[config.mk]
export PLATFORM = sky130hd
export DESIGN_NAME = mac_pe
export DESIGN_NICKNAME = d
export VERILOG_FILES = /design/src/rtl/mac_pe.sv
export SDC_FILE = /design/constraint.sdc
export NUM_CORES = 1
export LEC_CHECK = 0
export CORE_ASPECT_RATIO = 1.4
export CORE_MARGIN = 2
export CORE_UTILIZATION = 45
export CTS_BUF_LIST = sky130_fd_sc_hd__clkbuf_8
export DETAILED_ROUTE_END_ITERATION = 7
export PLACE_DENSITY = 0.78
export SYNTH_ARGS = -nofsm -noshare
export SYNTH_HDL_FRONTEND = slang
export SYNTH_SLANG_ARGS = --single-unit
[constraint.sdc]
create_clock -name clk -period 8.6 [get_ports clk]
set_clock_uncertainty 0.05 [all_clocks]
set_input_delay 1.72 -clock clk [delete_from_list [all_inputs] [get_ports clk]]
set_output_delay 1.72 -clock clk [all_outputs]
set_load 0.1 [all_outputs]
[src/rtl/mac_pe.sv]
// Systolic multiply-accumulate processing element.
// Operands are forwarded right and down with one cycle of latency. Signed
// products are accumulated on beats where both operands are valid. A beat
// marked last closes the tile into a held result register, so the next tile
// can start on the following cycle. Accumulation either saturates or wraps on
// overflow, and a sticky error flag records beats where only one operand was
// valid.
module mac_pe #(
    parameter int DATA_W = 8,
    parameter int ACC_W  = 21,
    parameter bit SAT_EN = 1'b1
) (
    input  logic              clk,
    input  logic              reset,
    input  logic [DATA_W-1:0] up_in,
    input  logic              up_valid_in,
    input  logic [DATA_W-1:0] left_in,
    input  logic              left_valid_in,
    input  logic              left_last_in,
    input  logic              clr,
    output logic [DATA_W-1:0] up_out,
    output logic              up_valid_out,
    output logic [DATA_W-1:0] left_out,
    output logic              left_valid_out,
    output logic              left_last_out,
    output logic [ACC_W-1:0]  res_out,
    output logic              res_valid,
    output logic              res_ovf,
    output logic              err
);

    localparam int PROD_W = 2 * DATA_W;
    localparam logic [ACC_W-1:0] ACC_MAX = {1'b0, {(ACC_W-1){1'b1}}};
    localparam logic [ACC_W-1:0] ACC_MIN = {1'b1, {(ACC_W-1){1'b0}}};

    logic [ACC_W-1:0]         acc_reg;
    logic [ACC_W-1:0]         acc_next;
    logic                     tovf_reg;
    logic                     tovf_next;

    logic                     fire;
    logic                     mismatch;
    logic                     capture;
    logic signed [PROD_W-1:0] prod;
    logic [ACC_W:0]           prod_ext;
    logic [ACC_W:0]           base_ext;
    logic [ACC_W:0]           sum_ext;
    logic                     ovf;
    logic                     tovf_base;
    logic [ACC_W-1:0]         acc_val;

    assign fire     = up_valid_in & left_valid_in;
    assign mismatch = up_valid_in ^ left_valid_in;

    // Full-precision signed product, sign-extended to one bit wider than the
    // accumulator so overflow shows up as disagreement of the top two bits.
    assign prod     = $signed(up_in) * $signed(left_in);
    assign prod_ext = {{(ACC_W+1-PROD_W){prod[PROD_W-1]}}, prod};

    // A clear on a fire beat makes that beat the first of a fresh tile.
    assign base_ext  = clr ? '0 : {acc_reg[ACC_W-1], acc_reg};
    assign tovf_base = clr ? 1'b0 : tovf_reg;

    assign sum_ext = base_ext + prod_ext;
    assign ovf     = sum_ext[ACC_W] ^ sum_ext[ACC_W-1];

    generate
        if (SAT_EN) begin : gen_sat
            // Clamp toward the sign of the true (wide) sum.
            assign acc_val = ovf ? (sum_ext[ACC_W] ? ACC_MIN : ACC_MAX)
                                 : sum_ext[ACC_W-1:0];
        end else begin : gen_wrap
            // Two's-complement wrap: simply drop the extra top bit.
            assign acc_val = sum_ext[ACC_W-1:0];
        end
    endgenerate

    // Next accumulator / tile-overflow state and the capture decision.
    always_comb begin
        acc_next  = acc_reg;
        tovf_next = tovf_reg;
        capture   = 1'b0;
        if (fire) begin
            if (left_last_in) begin
                capture   = 1'b1;
                acc_next  = '0;
                tovf_next = 1'b0;
            end else begin
                acc_next  = acc_val;
                tovf_next = tovf_base | ovf;
            end
        end else if (clr) begin
            acc_next  = '0;
            tovf_next = 1'b0;
        end
    end

    // State, forwarding registers, result register and sticky error flag.
    always_ff @(posedge clk) begin
        if (reset) begin
            up_out         <= '0;
            up_valid_out   <= 1'b0;
            left_out       <= '0;
            left_valid_out <= 1'b0;
            left_last_out  <= 1'b0;
            acc_reg        <= '0;
            tovf_reg       <= 1'b0;
            res_out        <= '0;
            res_valid      <= 1'b0;
            res_ovf        <= 1'b0;
            err            <= 1'b0;
        end else begin
            up_out         <= up_in;
            up_valid_out   <= up_valid_in;
            left_out       <= left_in;
            left_valid_out <= left_valid_in;
            left_last_out  <= left_last_in;
            acc_reg        <= acc_next;
            tovf_reg       <= tovf_next;
            res_valid      <= capture;
            if (capture) begin
                res_out <= acc_val;
                res_ovf <= tovf_base | ovf;
            end
            if (mismatch) begin
                err <= 1'b1;
            end
        end
    end

endmodule
==> metrics.txt, run 1 <==
result of the run finished, final reports clean; die area roughly 14000 µm²; Worst path max stage delay ~0.57 ns; Vias/cell 5.02; Synth Register Bits 65; Pre-antenna DRT Iters 4; total core area 13300 µm²; Layout area overhead 30.5%; cell mode on critical path fa_1; CP top delay family adder cells; slew margin rel. between 30% and 40%; # setup viols final 0; Critical Path Fanout Max 5; Final Cycle Share roughly 97%; CTS Hold Bufs 0; Mapped Area 6040 µm²; Total GRT Usage approximately a fifth; Post-Synth XOR/XNOR Area 5.91%; Worst setup SP type input port; Syn. warnings 0; Post-Synth Simple-Gate Area a little under a fifth; wire length on met2 roughly 7.5 mm; die width 102 µm; Die Ht ~140 µm; predominant post-synthesis flop cell dfxtp_1; 1st-iter DRT viols ~150; Met1 Wirelength approximately 5.7 mm; arrival time of the worst setup path ~8.6 ns; fraction of layout instances using a drive strength above 1 19.9%; Ports 65; drt drc 0; final RePlAce weighted congestion around 0.9; final wirelength 14.1 mm; Port-buffer cells between 60 and 70; Root Buffer clkbuf_8; top layer reached by signal wires met4; Cells after DPL around 1000; Max stage delay cell, worst path fa_1; CP Class in2reg; CP Buf/Inv Count 8; Num CTS Buffers 9; Final nets 958; average size of a mapped cell roughly 8.9 µm²; first-pass GRT wire length 23.5 mm; CTS tree yes; MaxCap Viol Count 0; H-tree depth 3; post-synth top area cell dfxtp_1; sequential share of the synthesized area ~22%; largest net degree at the start of global routing 49; share of the synthesized area in the top cell type 21.5%; n_diodes 0; area share of fa/ha/maj cells after synthesis between 20% and 30%; post-synthesis compound-gate area fraction 16.9%; initial antenna violation count 0; Initial Utilization a little under half; endpoints failing hold 0; Mapped Cells 677; # clock sinks 65; fin. max-slew vios 0; vias in the first global route about 5300; Final Non-Filler Cells roughly 1000; via count 5107; wire per inst 13.9 µm; largest family of logic cells by synthesized area adder cells; Clock Path Buffers 2; row cnt 50; clk_lat worst skew 0.37 ns; worst hold path class reg2reg; synth top area cells dfxtp_1 22%, fa_1 19%, ha_1 10%; grt ovf 0; Worst-path clk slew approximately 0.09 ns; R2R setup slack 5.04 ns; Achievable Freq around 120 MHz; HPWL Detailed ~11 mm; Yosys cell types just over 60; CP Capture Type flip-flop; Worst-Margin Slew 1.01 ns; mux contribution to synthesized area 0%; Post-synth EDFFs 0; Data required, critical path 8.85 ns; ANT nets after route 0; Final min period 8.32 ns; Synth async-reset ratio 0%; syn_nets ~810; met3 WL 526 µm
cell usage in the layout (no fill, tap or decap), drive strengths merged, types with 7 or more instances in the layout:
cell / count
a211oi: 19
a21oi: 37
and2: 46
buf: 98
clkbuf: 9
clkdlybuf4s50: 55
dfxtp: 65
dlymetal6s2s: 8
fa: 56
ha: 50
inv: 104
nand2: 42
nand2b: 8
nor2: 52
nor2b: 46
nor3: 7
o21a: 8
o21ai: 29
o21bai: 7
xnor2: 27
xor2: 8
tightest hold or removal path, cell delays in order, from the launching register on:
cell	delay, ns
dfxtp_1	0.33
nand2_1	0.04
o21ai_0	0.06
metal layers:
metal,GRT usage [%],vias to the layer above
met1,23.1,2451
met3,4.12,29
met5,0,-
met4,7.23,0
met2,37.7,112
li1,-,2515
final cells by class:
class                   instances  area, µm²
fillers                      1126       5380
repair buffers                161       1400
clock buffers                   9        124
inverters                     100        375
flip-flops and latches         65       1300
well taps                     182        228
multi-input cells             493       4380
clock inverters                 7       82.6
kinds of logic (layout without fill, tap and decap cells):
logic type	Yosys count	in the layout
xor+xnor	36	36
buf+inv	120	277
simple gates	209	210
fa+ha+maj	110	110
compound gates	137	137
flops	65	65
synth_stat cells, types with 7 or more instances:
master / count
xnor2_1: 25
xor2_1: 8
o21bai_1: 7
inv_1: 100
and2_1: 45
a211oi_1: 8
nor2_1: 50
o21a_1: 8
a21oi_1: 29
nand2_1: 41
nor2b_1: 46
a21oi_2: 8
clkbuf_1: 15
a211oi_2: 11
dfxtp_1: 65
ha_1: 50
o21ai_0: 23
nand2b_1: 8
fa_1: 56
worst paths after layout:
check	cells past startpoint	endpoint	from
max	32	res_out[1]	up_in[5]
min	2	acc_reg[6]	acc_reg[6]
min reg2reg	2	acc_reg[6]	acc_reg[6]
max reg2reg	14	res_out[7]	acc_reg[0]
stage by stage:
step           hold slack (ns)  cell area (µm²)  setup slack (ns)  utilization [%]  setup TNS (ns)
3_5_place_dp             0.389             7490            -0.286             56.5           -8.86
6_report                 0.406             7880             0.282             59.4               0
3_3_place_gp             0.377             7490            -0.203             56.5           -4.39
2_1_floorplan            0.367             6040             0.371                -               0
5_1_grt                  0.430             7880           -0.0690             59.4          -0.374
4_1_cts                  0.399             7700            0.0679             58.0               0
what timing repair did:
| action | in CTS | in global routing |
|---|---|---|
| setup buffers | 0 | 6 |
| resized for setup | 0 | 32 |
| setup endpoints to repair | 0 | 42 |
Power of run 1 is left out: the tool's default activity adds up to more than one toggle a clock period on the data nets, which glitch-free logic cannot reach.
==> inputs of run 2 (changes only) <==
--- a/config.mk
+++ b/config.mk
@@ -7,10 +7,11 @@
 export LEC_CHECK = 0
 export CORE_ASPECT_RATIO = 1.4
 export CORE_MARGIN = 2
-export CORE_UTILIZATION = 45
+export CORE_UTILIZATION = 50
 export CTS_BUF_LIST = sky130_fd_sc_hd__clkbuf_8
 export DETAILED_ROUTE_END_ITERATION = 7
-export PLACE_DENSITY = 0.78
+export PLACE_DENSITY = 0.85
+export SLEW_MARGIN = 20
 export SYNTH_ARGS = -nofsm -noshare
 export SYNTH_HDL_FRONTEND = slang
 export SYNTH_SLANG_ARGS = --single-unit
==> run 2 against run 1 <==
Effect of this change: sequential share of layout area shrank 0.20 points; flip-flop and latch count is the same; routed wire length grew 6.1%; cell count shrank 2.8%; register-to-register slack lost 0.07 ns; cell area grew 1.3%; count of clock-buffer cells in the layout is the same; critical path type unchanged.
==> metrics.txt, run 2 (synthesized netlist as in run 1, its figures left out) <==
n_diodes 0; # setup viols final 0; Worst-path clk slew around 0.090 ns; largest net degree at the start of global routing 49; die area 13000 µm²; Initial Utilization just over 50%; Root Buffer clkbuf_8; Final nets between 900 and 1000; fraction of layout instances using a drive strength above 1 between 20% and 30%; vias in the first global route 5381; placed cell area 7480 µm²; H-tree depth 3; HP Start acc_reg[10]; CTS Hold Bufs 0; total core area 11800 µm²; clk_lat worst skew about 0.37 ns; Worst setup SP type input port; MaxCap Viol Count 0; ANT nets after route 0; Achievable Freq 119 MHz; final RePlAce weighted congestion about 0.91; Reg-to-Reg End res_out[9]; worst-case hold path end point acc_reg[10]; Data required, critical path around 9 ns; RR Startpoint acc_reg[0]; final wirelength around 15 mm; Clock Path Buffers 2; Hold Path Cell Cnt 2; endpoints failing hold 0; Final Non-Filler Cells slightly below 1000; via count roughly 5200; Final Cycle Share between 90% and 100%; Worst-Margin Slew 0.988 ns; post-route cell area 7980 µm²; die width 96.9 µm; fillers approximately 870; Layout area overhead 32.2%; drt drc 0; commonest cells after routing, fill and taps aside 101 x inv_1, 100 x buf_4, 65 x dfxtp_1; slew margin rel. around a third; most common cell after layout, fill and taps aside inv_1; Final min period around 8.4 ns; Port-buffer cells 64; result of the run finished, final reports clean; Pre-antenna DRT Iters 5; Worst path max stage delay about 0.55 ns; CTS tree yes; CP Capture Type flip-flop; Ports 65; Vias/cell roughly 5.3; 1st-iter DRT viols 158; Total GRT Usage between 20% and 30%; Die Ht about 130 µm; # clock sinks 65; CP Class in2reg; R2R setup slack 4.97 ns; Critical Path Fanout Max 9; fin. max-slew vios 0; initial antenna violation count 0; HPWL Detailed around 11 mm; row cnt between 40 and 50; Cells after DPL 964; worst hold path class reg2reg; first-pass GRT wire length between 20 and 25 mm; cell mode on critical path ha_1; Max stage delay cell, worst path o311ai_4; grt ovf 0; wire per inst between 15 and 20 µm; arrival time of the worst setup path ~8.6 ns; worst r2r path cells 14; Num CTS Buffers 9
[run 2: cell count changes in the layout (fill, tap and decap cells not counted), moves of 2 or more]
cell and delta:
buf_4 +6, a21oi_4 +4, a21oi_1 -9, inv_6 -2, a21oi_2 +5
[run 2: critical path: cells and delay by family]
kind                       cells  cell delay [ns]
AOI/OAI and AO/OA             11             2.48
adders and majority gates      7             2.40
and+or+nand+nor                6             0.59
buffers and inverters          7             1.19
xor gates and xnor gates       1             0.15
[run 2: how the worst max path moves through the flow]
stage / startpoint / to / slack, ns
3_5_place_dp: left_in[7] / res_out[16] / -0.28
4_1_cts: left_in[7] / res_out[16] / 0.07
2_1_floorplan: up_in[7] / res_out[6] / 0.37
6_report: left_in[1] / res_out[9] / 0.19
5_1_grt: left_in[3] / res_out[9] / -0.08
3_3_place_gp: left_in[4] / res_out[16] / -0.28
[run 2: layout make-up]
| cell class | count | area [µm²] | share of cell area (%) |
|---|---|---|---|
| Sequential cell | 65 | 1300 | 16.3 |
| Tap cell | 147 | 184 | 2.30 |
| Clock buffer | 9 | 124 | 1.55 |
| Multi-Input combinational cell | 492 | 4450 | 55.8 |
| Timing Repair Buffer | 169 | 1480 | 18.5 |
| Inverter | 100 | 375 | 4.70 |
| Clock inverter | 7 | 71.3 | 0.894 |
[run 2: routing by layer]
layer | wire (µm) | GRT usage, %
met1 | 5630 | 25.5
met2 | 8030 | 43.3
met3 | 732 | 4.48
met4 | 568 | 11.3
met5 | 0 | 0
[run 2: through the flow]
stage / setup TNS (ns) / utilization (%) / hold slack (ns) / worst slack (ns)
finish: 0 / 67.5 / 0.406 / 0.189
global route: -0.940 / 67.5 / 0.426 / -0.0810
CTS: 0 / 65.0 / 0.400 / 0.0688
detailed placement: -8.28 / 63.3 / 0.387 / -0.281
global placement: -8.76 / 63.3 / 0.379 / -0.280
floorplan: 0 / - / 0.367 / 0.371
[run 2: repair_timing]
item	4_1_cts	5_1_grt
setup buffers	0	9
endpoints found under the hold margin	0	0
endpoints found under the setup margin	0	42
gates resized for setup	0	48
Power of run 2 is left out for the same reason.
==> inputs of run 3 (changes only) <==
--- a/config.mk
+++ b/config.mk
@@ -5,13 +5,15 @@
 export SDC_FILE = /design/constraint.sdc
 export NUM_CORES = 1
 export LEC_CHECK = 0
+export ABC_AREA = 1
 export CORE_ASPECT_RATIO = 1.4
 export CORE_MARGIN = 2
 export CORE_UTILIZATION = 50
 export CTS_BUF_LIST = sky130_fd_sc_hd__clkbuf_8
 export DETAILED_ROUTE_END_ITERATION = 7
-export PLACE_DENSITY = 0.85
+export PLACE_DENSITY = 0.84
 export SLEW_MARGIN = 20
 export SYNTH_ARGS = -nofsm -noshare
 export SYNTH_HDL_FRONTEND = slang
 export SYNTH_SLANG_ARGS = --single-unit
+export TNS_END_PERCENT = 10
==> run 3 against run 2 <==
Effect of this change: flip-flop and latch count unchanged; cell count increased by 15%; area after synthesis increased by 3.4%; first-iteration DRC count increased by 41%; count of clock-buffer cells in the layout unchanged; utilization decreased by 7.2 points; non-clock buffer count decreased by 80; highest routed layer unchanged.
==> metrics.txt, run 3 <==
HPWL Detailed approximately 11 mm; Post-Synth Simple-Gate Area about a quarter; CTS Hold Bufs 0; row cnt 48; n_diodes 0; worst r2r path cells 18; Post-synth EDFFs 0; share of the synthesized area in the top cell type about a fifth; arrival time of the worst setup path between 8 and 9 ns; sequential share of the synthesized area 20.9%; initial antenna violation count 0; Worst-Margin Slew around 0.98 ns; CP Class in2reg; die area roughly 13000 µm²; Worst Hold Slack 0.417 ns; 1st-iter DRT viols ~220; Mapped Cells between 900 and 1000; Sw Share a little under three fifths; Clock Path Buffers 2; commonest cells after routing, fill and taps aside 224 x nand2_1, 219 x inv_1, 110 x nor2_1; die width 98.4 µm; setup_tns 0 ns; vias in the first global route about 5500; Cells after DPL about 1100; # setup viols final 0; Synth Register Bits 65; Worst path max stage delay 0.55 ns; Lkg Pwr roughly 4.2 nW; Achievable Freq approximately 120 MHz; grt ovf 0; placed cell area ~7100 µm²; Data required, critical path between 8 and 9 ns; Reg power frac 12.5%; mux contribution to synthesized area 0%; Worst setup SP type input port; Core Util, Final just over 60%; CTS tree yes; Post-synth top cells 225 x nand2_1, 220 x inv_1, 111 x nor2_1, 65 x dfxtp_1, 56 x fa_1; pre-CTS setup slack -0.188 ns; ANT nets after route 0; Port-buffer cells 64; Syn. warnings 0; most common cell after layout, fill and taps aside nand2_1; Final Cycle Share 95.4%; Initial Utilization 50.9%; Total GRT Usage between 20% and 30%; Post-Synth XOR/XNOR Area approximately 3.9%; Final Non-Filler Cells approximately 1100; power density over the cells slightly below 400 nW/µm²; Vias/cell 4.83; post-synth top area cell dfxtp_1; fraction of layout instances using a drive strength above 1 under 10%; MaxCap Viol Count 0; cell mode on critical path nand2_1; Max stage delay cell, worst path clkdlybuf4s50_1; synth top area cells dfxtp_1 21%, fa_1 18%, nand2_1 14%; syn_nets about 1000; Hold Path Cell Cnt 2; final RePlAce weighted congestion 0.889; final wirelength around 14 mm; Final nets roughly 1100; Mapped Area approximately 6200 µm²; Worst-path clk slew roughly 0.080 ns; area share of fa/ha/maj cells after synthesis 28.0%; Root Buffer clkbuf_8; Clk pwr share between 10% and 20%; fillers between 1000 and 1500; post-synthesis compound-gate area fraction around 7.9%; Synth async-reset ratio 0%; Num CTS Buffers 9; Yosys cell types 28; result of the run finished, final reports clean; Switching Power approximately 1.6 mW; Die Ht between 100 and 150 µm; most frequent cell after synthesis nand2_1; largest net degree at the start of global routing 66; Ports 65; Layout area overhead 18.5%; average size of a mapped cell roughly 6.8 µm²; via count between 5000 and 6000; setup slack after layout 0.399 ns; worst hold path class reg2reg; slew margin rel. approximately 35%; post-route cell area around 7400 µm²; fin. max-slew vios 0; largest family of logic cells by synthesized area adder cells; wire per inst about 12 µm; Critical Path Fanout Max 5; CP Capture Type flip-flop; Comb power frac 75.9%; overall power between 2 and 3 mW; endpoints failing hold 0; Pre-antenna DRT Iters 5; Internal between 1 and 1.5 mW; H-tree depth 3; predominant post-synthesis flop cell dfxtp_1; Final min period 8.20 ns; total core area 12300 µm²; # clock sinks 65; first-pass GRT wire length about 24 mm; clk_lat worst skew between 0.3 and 0.4 ns; drt drc 0; VDD IR-drop max 311 µV
## run 3: cell type report
class	instances	area, µm²	share of cell area, %
Tap cell	150	188	2.54
Inverter	220	826	11.2
Sequential cell	65	1300	17.6
Timing Repair Buffer	89	835	11.3
Clock buffer	9	124	1.68
Multi-Input combinational cell	598	4000	54.0
Clock inverter	7	125	1.69
## run 3: timing repair
item / 4_1_cts / 5_1_grt
setup endpoints to repair: 0 / 42
setup buffers: 0 / 0
resized for setup: 0 / 11
## run 3: logic make-up after synthesis
family | after synthesis
xor+xnor | 28
fa+ha+maj | 106
buf+inv | 256
compound gates | 92
simple gates | 370
flops | 65
## run 3: power groups by stage
stage / clock network, mW / registers (mW) / logic [mW]
after floorplan: 0 / 0.502 / 1.60
after global placement: 0 / 0.371 / 2.03
after detailed placement: 0 / 0.372 / 2.07
after CTS: 0.344 / 0.366 / 2.11
after global routing: 0.355 / 0.371 / 2.50
final: 0.337 / 0.367 / 2.22
## run 3: per-layer routing
metal	global-route usage, %	routed length, µm	vias to the layer above
li1	-	-	2834
met1	24.1	5440	2461
met5	0	0	-
met4	10.7	627	0
met3	4.37	624	46
met2	39.6	7290	161
## run 3: critical path, delay by kind of cell
kind	cells	cell delay (ns)
compound gates	7	0.97
xor+xnor	1	0.09
fa+ha+maj	6	2.76
buf+inv	9	1.08
simple gates	17	1.76
## run 3: final timing paths
| kind | from | endpoint | slack (ns) |
|---|---|---|---|
| max reg2reg | acc_reg[2] | acc_reg[15] | 5.62 |
| min reg2reg | acc_reg[5] | acc_reg[5] | 0.42 |
| min | acc_reg[5] | acc_reg[5] | 0.42 |
| max | up_in[2] | res_out[5] | 0.40 |
Note: power is estimated with default switching activity, not from simulation.
